## config.mk

```make
export PLATFORM = sky130hd
export DESIGN_NAME = vector_draw_engine_flat
export DESIGN_NICKNAME = d
export VERILOG_FILES = /design/src/rtl/vector_draw_engine_pkg.sv /design/src/rtl/vector_draw_engine_if.sv /design/src/rtl/vector_draw_engine_line_stepper.sv /design/src/rtl/vector_draw_engine.sv /design/src/flat_wrapper.sv
export SDC_FILE = /design/constraint.sdc
export NUM_CORES = 1
export LEC_CHECK = 0
export ABC_CLOCK_PERIOD_IN_PS = 6700
export BUFFER_PORTS_ARGS = -buffer_cell sky130_fd_sc_hd__buf_4
export CAP_MARGIN = 20
export CORE_UTILIZATION = 39
export DETAILED_ROUTE_END_ITERATION = 7
export GPL_TIMING_DRIVEN = 1
export HOLD_SLACK_MARGIN = 0.08
export PLACE_DENSITY = 0.55
export SETUP_SLACK_MARGIN = 0.3
export SLEW_MARGIN = 30
export SYNTH_ARGS = -nofsm -noshare
export SYNTH_HDL_FRONTEND = slang
export SYNTH_HIERARCHICAL = 1
export SYNTH_SLANG_ARGS = --single-unit
```

## constraint.sdc

```tcl
create_clock -name clk -period 6.7 [get_ports clk]
set_input_delay 1.34 -clock clk [delete_from_list [all_inputs] [get_ports clk]]
set_output_delay 1.34 -clock clk [all_outputs]
set_load 0.005 [all_outputs]
```

## src/rtl/vector_draw_engine_pkg.sv

```systemverilog
// Shared types and constants for the vector draw engine.
// Holds the default coordinate width, the command FSM state encoding
// and the signed Bresenham error width rule.
package vector_draw_engine_pkg;

  localparam int COORD_W_DEF = 12;

  typedef enum logic [1:0] {
    ST_IDLE   = 2'd0,
    ST_SETTLE = 2'd1,
    ST_DRAW   = 2'd2
  } state_t;

  // Error term needs two extra bits: one for sign, one for dx-dy headroom.
  function automatic int err_width(input int coord_w);
    return coord_w + 2;
  endfunction

endpackage

```

## src/rtl/vector_draw_engine_if.sv

```systemverilog
// Vector command interface: the sequencer (master) presents a target with a
// one-cycle draw or jump strobe; the engine (slave) answers with ready.
interface vector_draw_engine_if #(
  parameter int COORD_W = 12
);
  logic [COORD_W-1:0] x;
  logic [COORD_W-1:0] y;
  logic               draw;
  logic               jump;
  logic               ready;

  modport master (output x, output y, output draw, output jump, input ready);
  modport slave  (input x, input y, input draw, input jump, output ready);
endinterface

```

## src/rtl/vector_draw_engine_line_stepper.sv

```systemverilog
// Bresenham line datapath. On setup it latches the target, the per-axis
// distances and directions, and the initial error from the current beam
// position. On each step it proposes the next point and updates the error.
// The beam position itself lives in the parent so jumps can overwrite it.
module vector_draw_engine_line_stepper
  import vector_draw_engine_pkg::*;
#(
  parameter int COORD_W = COORD_W_DEF
) (
  input  logic               clk,
  input  logic               reset,
  input  logic               setup,
  input  logic               step,
  input  logic [COORD_W-1:0] cur_x,
  input  logic [COORD_W-1:0] cur_y,
  input  logic [COORD_W-1:0] tgt_x,
  input  logic [COORD_W-1:0] tgt_y,
  output logic               at_end,
  output logic [COORD_W-1:0] nxt_x,
  output logic [COORD_W-1:0] nxt_y
);
  localparam int ERR_W = err_width(COORD_W);
  localparam int E2_W  = ERR_W + 1;

  logic [COORD_W-1:0]      tx_r, ty_r, dx_r, dy_r;
  logic [COORD_W-1:0]      dx_s, dy_s;
  logic                    sx_neg_r, sy_neg_r;
  logic signed [ERR_W-1:0] err_r, err_nx_s, dx_e_s, dy_e_s;
  logic signed [E2_W-1:0]  e2_s;
  logic                    move_x_s, move_y_s;

  // Absolute distances from the current beam position to the new target
  always_comb begin
    if (tgt_x >= cur_x) dx_s = tgt_x - cur_x;
    else                dx_s = cur_x - tgt_x;
    if (tgt_y >= cur_y) dy_s = tgt_y - cur_y;
    else                dy_s = cur_y - tgt_y;
  end

  // Bresenham decision: which axes advance and the resulting error term
  always_comb begin
    dx_e_s   = $signed({2'b00, dx_r});
    dy_e_s   = $signed({2'b00, dy_r});
    e2_s     = {err_r, 1'b0};
    move_x_s = (e2_s >= -$signed({3'b000, dy_r}));
    move_y_s = (e2_s <= $signed({3'b000, dx_r}));
    err_nx_s = err_r - (move_x_s ? dy_e_s : {ERR_W{1'b0}})
                     + (move_y_s ? dx_e_s : {ERR_W{1'b0}});
    nxt_x    = move_x_s ? (sx_neg_r ? cur_x - COORD_W'(1) : cur_x + COORD_W'(1)) : cur_x;
    nxt_y    = move_y_s ? (sy_neg_r ? cur_y - COORD_W'(1) : cur_y + COORD_W'(1)) : cur_y;
    at_end   = (cur_x == tx_r) && (cur_y == ty_r);
  end

  // Line parameters latched at setup; error advanced on each step
  always_ff @(posedge clk or negedge reset) begin
    if (!reset) begin
      tx_r     <= {COORD_W{1'b0}};
      ty_r     <= {COORD_W{1'b0}};
      dx_r     <= {COORD_W{1'b0}};
      dy_r     <= {COORD_W{1'b0}};
      sx_neg_r <= 1'b0;
      sy_neg_r <= 1'b0;
      err_r    <= {ERR_W{1'b0}};
    end else if (setup) begin
      tx_r     <= tgt_x;
      ty_r     <= tgt_y;
      dx_r     <= dx_s;
      dy_r     <= dy_s;
      sx_neg_r <= (tgt_x < cur_x);
      sy_neg_r <= (tgt_y < cur_y);
      err_r    <= $signed({2'b00, dx_s}) - $signed({2'b00, dy_s});
    end else if (step) begin
      err_r    <= err_nx_s;
    end
  end

endmodule

```

## src/rtl/vector_draw_engine.sv

```systemverilog
// Vector draw engine: accepts draw/jump commands and drives the X/Y DAC
// and beam blanking. Jumps move blanked and hold for a settle period;
// draws walk a Bresenham line with the beam on, one point per STEP_DIV clocks.
module vector_draw_engine
  import vector_draw_engine_pkg::*;
#(
  parameter int COORD_W     = COORD_W_DEF,
  parameter int STEP_DIV    = 1,
  parameter int JUMP_SETTLE = 64
) (
  input  logic               clk,
  input  logic               reset,
  vector_draw_engine_if.slave cmd,
  output logic [COORD_W-1:0] dac_x,
  output logic [COORD_W-1:0] dac_y,
  output logic               blank
);
  localparam int CNT_W = $clog2(JUMP_SETTLE + 1);
  localparam int DIV_W = $clog2(STEP_DIV + 1);

  state_t             state_r, state_nx;
  logic [CNT_W-1:0]   cnt_r, cnt_nx;
  logic [DIV_W-1:0]   div_r, div_nx;
  logic [COORD_W-1:0] dac_x_r, dac_y_r, dac_x_nx, dac_y_nx;
  logic               ready_r, ready_nx, blank_r, blank_nx;
  logic               setup_s, step_s, at_end_s;
  logic [COORD_W-1:0] nxt_x_s, nxt_y_s;

  vector_draw_engine_line_stepper #(.COORD_W(COORD_W)) u_stepper (
    .clk    (clk),
    .reset  (reset),
    .setup  (setup_s),
    .step   (step_s),
    .cur_x  (dac_x_r),
    .cur_y  (dac_y_r),
    .tgt_x  (cmd.x),
    .tgt_y  (cmd.y),
    .at_end (at_end_s),
    .nxt_x  (nxt_x_s),
    .nxt_y  (nxt_y_s)
  );

  // Next-state and next-output selection for the command FSM
  always_comb begin
    state_nx = state_r;
    cnt_nx   = cnt_r;
    div_nx   = div_r;
    dac_x_nx = dac_x_r;
    dac_y_nx = dac_y_r;
    ready_nx = ready_r;
    blank_nx = blank_r;
    setup_s  = 1'b0;
    step_s   = 1'b0;
    case (state_r)
      ST_IDLE: begin
        if (cmd.jump) begin
          // jump has priority over a simultaneous draw
          state_nx = ST_SETTLE;
          dac_x_nx = cmd.x;
          dac_y_nx = cmd.y;
          ready_nx = 1'b0;
          blank_nx = 1'b1;
          cnt_nx   = CNT_W'(JUMP_SETTLE - 1);
        end else if (cmd.draw) begin
          state_nx = ST_DRAW;
          setup_s  = 1'b1;
          ready_nx = 1'b0;
          blank_nx = 1'b0;
          div_nx   = {DIV_W{1'b0}};
        end else begin
          ready_nx = 1'b1;
          blank_nx = 1'b1;
        end
      end
      ST_SETTLE: begin
        if (cnt_r == {CNT_W{1'b0}}) begin
          state_nx = ST_IDLE;
          ready_nx = 1'b1;
        end else begin
          cnt_nx = cnt_r - CNT_W'(1);
        end
      end
      ST_DRAW: begin
        if (div_r == DIV_W'(STEP_DIV - 1)) begin
          div_nx = {DIV_W{1'b0}};
          if (at_end_s) begin
            state_nx = ST_IDLE;
            ready_nx = 1'b1;
            blank_nx = 1'b1;
          end else begin
            step_s   = 1'b1;
            dac_x_nx = nxt_x_s;
            dac_y_nx = nxt_y_s;
          end
        end else begin
          div_nx = div_r + DIV_W'(1);
        end
      end
      default: begin
        state_nx = ST_IDLE;
        ready_nx = 1'b1;
        blank_nx = 1'b1;
      end
    endcase
  end

  // State, counters and registered outputs
  always_ff @(posedge clk or negedge reset) begin
    if (!reset) begin
      state_r <= ST_IDLE;
      cnt_r   <= {CNT_W{1'b0}};
      div_r   <= {DIV_W{1'b0}};
      dac_x_r <= {COORD_W{1'b0}};
      dac_y_r <= {COORD_W{1'b0}};
      ready_r <= 1'b1;
      blank_r <= 1'b1;
    end else begin
      state_r <= state_nx;
      cnt_r   <= cnt_nx;
      div_r   <= div_nx;
      dac_x_r <= dac_x_nx;
      dac_y_r <= dac_y_nx;
      ready_r <= ready_nx;
      blank_r <= blank_nx;
    end
  end

  assign dac_x     = dac_x_r;
  assign dac_y     = dac_y_r;
  assign blank     = blank_r;
  assign cmd.ready = ready_r;

endmodule

```

## src/flat_wrapper.sv

```systemverilog
// flat-port wrapper written by rule: the top's interface ports become plain ports
module vector_draw_engine_flat import vector_draw_engine_pkg::*;
#(
  parameter int COORD_W     = COORD_W_DEF,
  parameter int STEP_DIV    = 1,
  parameter int JUMP_SETTLE = 64
)
  (clk, reset, dac_x, dac_y, blank, cmd_x, cmd_y, cmd_draw, cmd_jump, cmd_ready);
  vector_draw_engine_if #(.COORD_W(COORD_W)) cmd_i ();
  input  logic clk;
  input  logic reset;
  output logic [COORD_W-1:0] dac_x;
  output logic [COORD_W-1:0] dac_y;
  output logic blank;
  input wire logic [$bits(cmd_i.x)-1:0] cmd_x;
  input wire logic [$bits(cmd_i.y)-1:0] cmd_y;
  input wire logic [$bits(cmd_i.draw)-1:0] cmd_draw;
  input wire logic [$bits(cmd_i.jump)-1:0] cmd_jump;
  output wire logic [$bits(cmd_i.ready)-1:0] cmd_ready;
  assign cmd_i.x = cmd_x;
  assign cmd_i.y = cmd_y;
  assign cmd_i.draw = cmd_draw;
  assign cmd_i.jump = cmd_jump;
  assign cmd_ready = cmd_i.ready;
  vector_draw_engine #(.COORD_W(COORD_W), .STEP_DIV(STEP_DIV), .JUMP_SETTLE(JUMP_SETTLE)) u_core (.clk(clk), .reset(reset), .cmd(cmd_i), .dac_x(dac_x), .dac_y(dac_y), .blank(blank));
endmodule
```

# Word-level counts from Yosys, hierarchy flattened
# Index checks and enable logic that the tools add are counted.
dict set report word_totals {
  regBits 100
  inputBits 28
  out_inout_bits 26
  wordCells 108
}
dict set report op_classes {
  addsub 14
  n_lt_le_gt_ge 6
  n_eq_ne 15
  mux 45
  bitwise_logic 1
  reduce_logical 13
}
# cell n
set ops {}
lappend ops {{$mux W12} 14}
lappend ops {{$pmux W12 S2} 2}
lappend ops {{$sub A12 B12 Y12} 4}
lappend ops {{$mux W14} 2}
lappend ops {{$add A12 B1 Y12 const B} 2}
lappend ops {{$eq A12 B12 Y1} 2}
lappend ops {{$ge A12 B12 Y1} 2}
lappend ops {{$lt A12 B12 Y1} 2}
lappend ops {{$sub A12 B1 Y12 const B} 2}
lappend ops {{$ne A2 B2 Y1 const B} 8}
lappend ops {{$ge A15 B15 Y1} 1}
lappend ops {{$le A15 B13 Y1} 1}
lappend ops {{$mux W1} 15}
lappend ops {{$neg A12 Y15} 1}
lappend ops {{$add A14 B12 Y14} 1}
lappend ops {{$mux W7} 2}
lappend ops {{$pmux W7 S2} 1}
lappend ops {{$sub A14 B12 Y14} 1}
lappend ops {{$sub A12 B12 Y13} 1}
lappend ops {{$reduce_and A3 Y1} 4}
lappend ops {{$mux W2} 5}
lappend ops {{$reduce_and A5 Y1} 2}
lappend ops {{$logic_not A7 Y1} 1}
lappend ops {{$sub A7 B1 Y7 const B} 1}
lappend ops {{other kinds (13)} 17}

# Longest topological paths before layout
# Gate-level depths: netlist of the first run.
dict set report logic_depth {
  ltp_word 7
  depth_mapped 26
  mapped_depth_nobuf 25
}

# Cells and area by module
# The synthesis of the first run kept the hierarchy.
# mod n_inst cells_per_inst area_per_inst_um2
set modules_own_cells {}
lappend modules_own_cells {vector_draw_engine_line_stepper 1 1008 8290.5}
lappend modules_own_cells {vector_draw_engine 1 149 2052.0}

# Least setup slack after synthesis of the first run
# No wires, ideal clock.
dict set report synth_path {
  path_type {input -> register}
  start {input port cmd_y[0]}
  end {register u_core.u_stepper.err_r[13]}
  setup_ns 0.082
  arrival_time_ns 4.947
  t_required_ns 6.618
  slack_ns 1.671
  path_stages 19
  path_buffers 1
  path_cell_list {inv_1 ha_1 fa_1 nand2b_1 a21oi_1 a21oi_1 o21ai_2 buf_4 mux2i_1 xnor2_1 ha_1 nor2b_1 o21ai_1 o22ai_1 o41ai_1 o21ai_1 a211oi_1 o21ai_0 a31oi_1}
}
dict set report synth_via {
  elab_chain_len 4
  elab_cells_between_ends 6
  classes_between {3 x add/sub; 1 x order compare; 2 x mux}
}
# item line
set synth_lines {}
lappend synth_lines {{start, declared} flat_wrapper.sv:16} ;# input wire logic [$bits(cmd_i.y)-1:0] cmd_y;
lappend synth_lines {{$sub A12 B12 Y12 (tied with other cells)} vector_draw_engine_line_stepper.sv:37} ;# else dy_s = cur_y - tgt_y;
lappend synth_lines {{$mux W12 (*)} vector_draw_engine_line_stepper.sv:36} ;# if (tgt_y >= cur_y) dy_s = tgt_y - cur_y;
lappend synth_lines {{$sub A12 B12 Y13 (*)} vector_draw_engine_line_stepper.sv:71} ;# err_r <= $signed({2'b00, dx_s}) - $signed({2'b00, dy_s});
lappend synth_lines {{$mux W14 (*)} vector_draw_engine_line_stepper.sv:64} ;# end else if (setup) begin
lappend synth_lines {{end signal, assigned} vector_draw_engine_line_stepper.sv:63} ;# err_r <= {ERR_W{1'b0}};
lappend synth_lines {{end signal, assigned} vector_draw_engine_line_stepper.sv:71}
lappend synth_lines {{end signal, assigned} vector_draw_engine_line_stepper.sv:73} ;# err_r <= err_nx_s;
lappend synth_lines {{end, declared} vector_draw_engine_line_stepper.sv:28} ;# logic signed [ERR_W-1:0] err_r, err_nx_s, dx_e_s, dy_e_s;
# Mark *: on every way between the ends. The rest lies on a longest branch, timed or not.
# A chain may end at the register's enable or synchronous reset.

# Final worst setup path of the first run
dict set report layout_path {
  start {register u_core.u_stepper.dy_r[2]}
  end {register u_core.u_stepper.err_r[12]}
}
dict set report layout_via {
  elab_chain_len 7
}
# item line
set layout_lines {}
lappend layout_lines {{start, declared} vector_draw_engine_line_stepper.sv:25} ;# logic [COORD_W-1:0] tx_r, ty_r, dx_r, dy_r;
lappend layout_lines {{start signal, assigned} vector_draw_engine_line_stepper.sv:60} ;# dy_r <= {COORD_W{1'b0}};
lappend layout_lines {{start signal, assigned} vector_draw_engine_line_stepper.sv:68} ;# dy_r <= dy_s;
lappend layout_lines {{$neg A12 Y15} vector_draw_engine_line_stepper.sv:45} ;# move_x_s = (e2_s >= -$signed({3'b000, dy_r}));
lappend layout_lines {{$ge A15 B15 Y1} vector_draw_engine_line_stepper.sv:45}
lappend layout_lines {{$mux W12 (*)} vector_draw_engine_line_stepper.sv:47} ;# err_nx_s = err_r - (move_x_s ? dy_e_s : {ERR_W{1'b0}})
lappend layout_lines {{$sub A14 B12 Y14 (*)} vector_draw_engine_line_stepper.sv:47}
lappend layout_lines {{$add A14 B12 Y14 (*)} vector_draw_engine_line_stepper.sv:48} ;# + (move_y_s ? dx_e_s : {ERR_W{1'b0}});
lappend layout_lines {{$mux W14 (*)} vector_draw_engine_line_stepper.sv:72} ;# end else if (step) begin
lappend layout_lines {{$mux W14 (*)} vector_draw_engine_line_stepper.sv:64}
# Mark *: on every way between the ends. The rest lies on a longest branch, timed or not. The select of a mux whose other input is x is not followed.

==> results.sh, run 1 <==
export IMPL_critPathMaxStageDelay_ns=0.52
export IMPL_grt_pass1_vias=7896
export IMPL_grt_setup_unrepaired="no"
export IMPL_final_antenna_net_count=0
export IMPL_netlist_instances=1157
export IMPL_cts_made_buffers=9
export IMPL_synthArstFlopShare_pct=100
export IMPL_reg2reg_depth=23
export IMPL_grt_overflow=0
export IMPL_fill_cells=2585
export IMPL_antenna_found_initial=0
export IMPL_ios=54
export IMPL_syn_area_sq_mm=0.0103
export IMPL_hpwl_um=20500
export IMPL_finalCritPeriodShare_pct=84.5
export IMPL_cp_common_cell="a21oi_1"
export IMPL_wl_um=26700
export IMPL_clockBufferDepth=2
export IMPL_synth_edf_count=0
export IMPL_ys_seq_elements=99
export IMPL_final_common_cell="inv_1"
export IMPL_row_count=59
export IMPL_drv_cap=0
export IMPL_fin_util_pct=43.4
export IMPL_status="finished clean"
export IMPL_syn_nets=1326
export IMPL_vias_per_cell=5.37
export IMPL_slew_violations=0
export IMPL_place_inst=1514
export IMPL_multi_input_area_sq_mm=0.00717
export IMPL_skew_ns=0.0106
export IMPL_maxSlewHeadroom_pct=31.5
export IMPL_insertion_delay_ns=0.36
export IMPL_finalSetupTns_ns=0
export IMPL_die_area_sq_mm=0.0272
export IMPL_max_freq_mhz=177
export IMPL_layout_area_seq_sq_mm=0.00248
export IMPL_path_cells="nor3_1 -> nand2_1 -> nor3_1 -> xor2_1 -> ha_1 -> a21o_1 -> a21oi_1 -> nor2b_1 -> o31ai_1 -> o221a_2 -> buf_4 -> nor2b_1 -> fa_1 -> inv_1 -> ha_1 -> a21o_1 -> a21oi_1 -> a21boi_0 -> or2_2 -> a31oi_1 -> xnor2_1 -> a21oi_1 -> o32a_1"
export IMPL_cp_max_fo=21
export IMPL_drt_iter0_markers=405
export IMPL_grt_pass1_wl_um=42900
export IMPL_portBuffers=53
export IMPL_remaining_drc_errors=0
export IMPL_worstPathRequired_ns=6.94
export IMPL_ys_warn_count=6
export IMPL_layout_cells_non_filler=1530
export IMPL_die_h_um=165
export IMPL_cts_hold_repair_buffers=0
export IMPL_start_util_pct=39.7
export IMPL_post_cts_buffers=0
export IMPL_synth_distinct_cells=79
export IMPL_die_x_um=165
export IMPL_gp_congestion=0.870
export IMPL_cts_max_level=3
export IMPL_syn2layout_area_growth_pct=9.39
export IMPL_ff2ff_setup_slack_ns=1.04
export IMPL_dp_slack_ns=0.814
export IMPL_hold_class="reg -> reg"
export IMPL_cts_repair_resized=0
export IMPL_cp_startpoint="u_core/u_stepper/dy_r[2]"
export IMPL_clk_pin_slew_worst_paths_ns=0.07
export IMPL_yosysSeqAreaShare_pct=24.0
export IMPL_ys_flop_type="dfrtp_1"
export IMPL_start_kind="flip-flop"
export IMPL_drt_wirelength_per_cell_um=17.5
export IMPL_root_buffer="clkbuf_16"
export IMPL_grt_max_degree=95
export IMPL_cts_sinks=99
export IMPL_antenna_cells=0
export IMPL_timing_final_hold_violations=0
export IMPL_reg2reg_from="u_core/u_stepper/dy_r[2]"
export IMPL_worstMarginPinSlew_ns=1.02
export IMPL_cts_tree="yes"
export IMPL_grt_usage_pct=20.4
export IMPL_most_common_layout_cells="130 x inv_1, 122 x ha_1, 97 x dfrtp_1"
export IMPL_setup_worst_path_end="u_core/u_stepper/err_r[12]"
export IMPL_end_kind="flip-flop"
export IMPL_final_net_count=1359
export IMPL_core_area_sq_mm=0.0261
export IMPL_avgSynthCellArea_sq_um=8.94
export IMPL_setup_viol=0
export IMPL_period_needed_ns=5.66
export IMPL_worstSetupPathType="reg -> reg"
export IMPL_arrival_ns=5.90
export IMPL_worst_slack_ns=1.04
export IMPL_cpMaxStageDelayCell="fa_1"
export IMPL_route_vias_total=8210
export IMPL_timing_rr_end="u_core/u_stepper/err_r[12]"
export IMPL_drive_gt1_share_pct=14.6
export IMPL_first_pass_iters=5
per-layer routing:
layer	part of all wire [%]	vias to the layer above	GRT usage, %
met5	0	-	0
met4	2.0	0	6.63
met3	2.0	24	1.61
met2	46	116	32.4
met1	50	3955	29.2
li1	-	4115	-
through the flow:
step	hold WS (ns)	cell area, sq um
3_5_place_dp	0.454	11000
4_1_cts	0.465	11300
2_1_floorplan	0.451	10300
3_3_place_gp	0.455	11000
5_1_grt	0.492	11300
6_report	0.460	11300
registers in the layout, indices dropped and copies added (netlist names):
register / cells
u_core/cnt_r: 7
u_core/u_stepper/err_r: 14
u_core/u_stepper/dx_r: 12
u_core/u_stepper/dy_r: 12
u_core/cmd.ready: 1
u_core/u_stepper/sy_neg_r: 1
u_core/u_stepper/ty_r: 12
u_core/state_r: 2
u_core/u_stepper/sx_neg_r: 1
u_core/u_stepper/tx_r: 12
u_core/dac_y: 12
u_core/dac_x: 12
u_core/blank: 1
cell type report:
type | count | share of cell area, %
Multi-Input combinational cell | 888 | 63.4
Clock buffer | 10 | 2.11
Timing Repair Buffer | 61 | 4.08
Clock inverter | 6 | 0.420
Tap cell | 335 | 3.70
Inverter | 131 | 4.35
Sequential cell | 99 | 21.9
worst max-delay path: cells and delay by family (launching register included):
family | cells | cell delay (ns)
DFF | 1 | 0.44
and+or+nand+nor | 6 | 1.23
adders and majority gates | 3 | 1.11
buffers and inverters | 2 | 0.39
AOI/OAI and AO/OA | 10 | 2.03
xor gates and xnor gates | 2 | 0.33
how the worst min path moves through the flow:
| stage | from | end | depth (start not counted) |
|---|---|---|---|
| floorplan | u_core/blank | u_core/blank | 2 |
| global placement | u_core/blank | u_core/blank | 2 |
| detailed placement | u_core/blank | u_core/blank | 2 |
| CTS | u_core/blank | u_core/blank | 2 |
| global route | u_core/blank | u_core/blank | 2 |
| finish | u_core/blank | u_core/blank | 2 |
cells by family after synthesis:
kind of cell,count (synthesis),share of synthesized area [%]
AO/OA/AOI/OAI,274,16.8
XOR/XNOR,92,7.79
adder cells (fa/ha/maj),141,18.4
buffers and inverters,170,6.84
flip-flops,99,24.0
multiplexers,106,12.7
AND/OR/NAND/NOR,275,13.5
cells in the mapped netlist (all sizes together) (19+ instances only):
cell / instances / share of area (%)
a21o: 22 / 1.6
a21oi: 84 / 4.1
clkbuf: 23 / 0.83
dfrtp: 97 / 23
fa: 19 / 3.7
ha: 122 / 15
inv: 130 / 4.7
mux2: 78 / 9.9
mux2i: 28 / 2.7
nand2: 65 / 2.4
nor2: 73 / 2.7
nor2b: 30 / 1.9
o21ai: 73 / 3.6
xnor2: 45 / 3.8
xor2: 47 / 4.0
Power of run 1 is not shown: default switching activity piles up to over one toggle a cycle in this logic, so the estimate is an artifact.
==> inputs of run 2 (changes only) <==
--- a/config.mk
+++ b/config.mk
@@ -5,7 +5,7 @@
 export SDC_FILE = /design/constraint.sdc
 export NUM_CORES = 1
 export LEC_CHECK = 0
-export ABC_CLOCK_PERIOD_IN_PS = 6700
+export ABC_CLOCK_PERIOD_IN_PS = 5700
 export BUFFER_PORTS_ARGS = -buffer_cell sky130_fd_sc_hd__buf_4
 export CAP_MARGIN = 20
 export CORE_UTILIZATION = 39
==> constraint.sdc (replaced) <==
create_clock -name clk -period 5.7 [get_ports clk]
set_input_delay 1.14 -clock clk [delete_from_list [all_inputs] [get_ports clk]]
set_output_delay 1.14 -clock clk [all_outputs]
set_load 0.005 [all_outputs]
==> run 2 against run 1 <==
Final area increased by 1.6%. Die area unchanged. Cell count increased by 0.72%.
==> results.sh, run 2 (synthesized netlist as in run 1, its figures left out) <==
export IMPL_status="finished clean"
export IMPL_grt_overflow=0
export IMPL_grt_pass1_wl_um=43300
export IMPL_cts_max_level=3
export IMPL_final_net_count=1370
export IMPL_insertion_delay_ns=0.37
export IMPL_die_area_sq_mm=0.0272
export IMPL_drt_wirelength_per_cell_um=17.2
export IMPL_hpwl_um=20600
export IMPL_worstMarginPinSlew_ns=0.721
export IMPL_die_h_um=165
export IMPL_arrival_ns=5.32
export IMPL_drt_iter0_markers=492
export IMPL_remaining_drc_errors=0
export IMPL_grt_usage_pct=20.5
export IMPL_skew_ns=0.0181
export IMPL_max_freq_mhz=197
export IMPL_antenna_found_initial=0
export IMPL_drive_gt1_share_pct=15.8
export IMPL_cts_tree="yes"
export IMPL_cpMaxStageDelayCell="or4_1"
export IMPL_first_pass_iters=8
export IMPL_core_area_sq_mm=0.0261
export IMPL_die_x_um=165
export IMPL_regMostFlops="u_core/u_stepper/err_r"
export IMPL_clk_pin_slew_worst_paths_ns=0.07
export IMPL_crit_family="simple AND/OR/NAND/NOR gates"
export IMPL_setup_viol=0
export IMPL_most_common_layout_cells="130 x inv_1, 122 x ha_1, 97 x dfrtp_1"
export IMPL_drv_cap=0
export IMPL_worstSetupPathType="reg -> reg"
export IMPL_layout_cells_non_filler=1541
export IMPL_maxSlewHeadroom_pct=52.0
export IMPL_clockBufferDepth=2
export IMPL_gp_congestion=0.854
export IMPL_slew_violations=0
export IMPL_final_common_cell="inv_1"
export IMPL_portBuffers=53
export IMPL_hold_class="reg -> reg"
export IMPL_finalCritPeriodShare_pct=89.0
export IMPL_grt_pass1_vias=8085
export IMPL_grt_setup_unrepaired="no"
export IMPL_root_buffer="clkbuf_16"
export IMPL_critPathMaxStageDelay_ns=0.62
export IMPL_cts_sinks=99
export IMPL_start_kind="flip-flop"
export IMPL_cp_max_fo=7
export IMPL_route_vias_total=8222
export IMPL_worstPathRequired_ns=5.95
export IMPL_finalSetupTns_ns=0
export IMPL_largest_reg_flops=14
export IMPL_final_antenna_net_count=0
export IMPL_vias_per_cell=5.34
export IMPL_path_cells="or4_1 -> nor3_1 -> xor2_1 -> ha_1 -> a21o_1 -> a21oi_1 -> nor2b_1 -> o31ai_1 -> o221a_4 -> buf_12 -> nor2b_1 -> fa_1 -> inv_1 -> ha_1 -> and3_1 -> a21boi_1 -> or2_2 -> a31oi_1 -> xnor2_1 -> a21oi_1 -> o32a_1"
export IMPL_antenna_cells=0
export IMPL_wl_um=26400
export IMPL_timing_final_hold_violations=0
export IMPL_period_needed_ns=5.07
export IMPL_start_util_pct=39.7
export IMPL_crit_buf_inv=2
export IMPL_cts_made_buffers=9
export IMPL_ios=54
export IMPL_row_count=59
export IMPL_syn2layout_area_growth_pct=11.2
export IMPL_grt_max_degree=66
export IMPL_end_kind="flip-flop"
export IMPL_place_inst=1522
run 2: worst paths after layout:
path	from	endpoint	slack, ns	depth (start not counted)
max reg2reg	u_core/u_stepper/dy_r[6]	u_core/u_stepper/err_r[12]	0.63	21
min	u_core/blank	u_core/blank	0.47	2
max in group asynchronous	reset	u_core/u_stepper/dy_r[4]	3.90	3
max	u_core/u_stepper/dy_r[6]	u_core/u_stepper/err_r[12]	0.63	21
min in group asynchronous	reset	u_core/dac_y[10]	0.74	1
min reg2reg	u_core/blank	u_core/blank	0.47	2
run 2: worst reg2reg max path, stage by stage (launching register included):
cell	delay, ns
dfrtp_1	0.44
or4_1	0.62
nor3_1	0.20
xor2_1	0.17
ha_1	0.26
a21o_1	0.16
a21oi_1	0.16
nor2b_1	0.07
o31ai_1	0.27
o221a_4	0.31
buf_12	0.13
nor2b_1	0.06
fa_1	0.50
inv_1	0.04
ha_1	0.35
and3_1	0.26
a21boi_1	0.12
or2_2	0.28
a31oi_1	0.19
xnor2_1	0.14
a21oi_1	0.08
o32a_1	0.16
run 2: cell type report:
type / count / area (sq um)
flip-flops and latches: 99 / 2480
repair buffers: 72 / 586
multi-input cells: 888 / 7200
clock inverters: 5 / 65.1
well taps: 335 / 419
inverters: 131 / 492
clock buffers: 11 / 253
fillers: 2620 / 14600
run 2: timing repair:
action	4_1_cts	5_1_grt
hold buffers	0	0
resized for setup	1	5
gates cloned	0	0
setup endpoints to repair	2	9
buffers inserted	0	2
pin swaps	0	1
run 2: stage by stage:
stage               utilization (%)  worst slack (ns)  hold WS (ns)  area [sq um]
floorplan                         -             0.729         0.451         10300
global placement               42.5             0.451         0.456         11100
detailed placement             42.6             0.280         0.460         11100
CTS                            43.9             0.358         0.472         11400
global route                   44.1             0.308         0.491         11500
finish                         44.1             0.629         0.466         11500
run 2: per-layer routing:
layer  share of wire (%)  vias up  GRT usage, %  routed length, um
met5                   0        -             0                  0
met4                 1.2        0          5.30                314
li1                    -     4153             -                  -
met3                 2.0       17          1.91                533
met2                  47      104          33.6              12300
met1                  50     3948          28.8              13300
Power of run 2 is left out for the same reason.
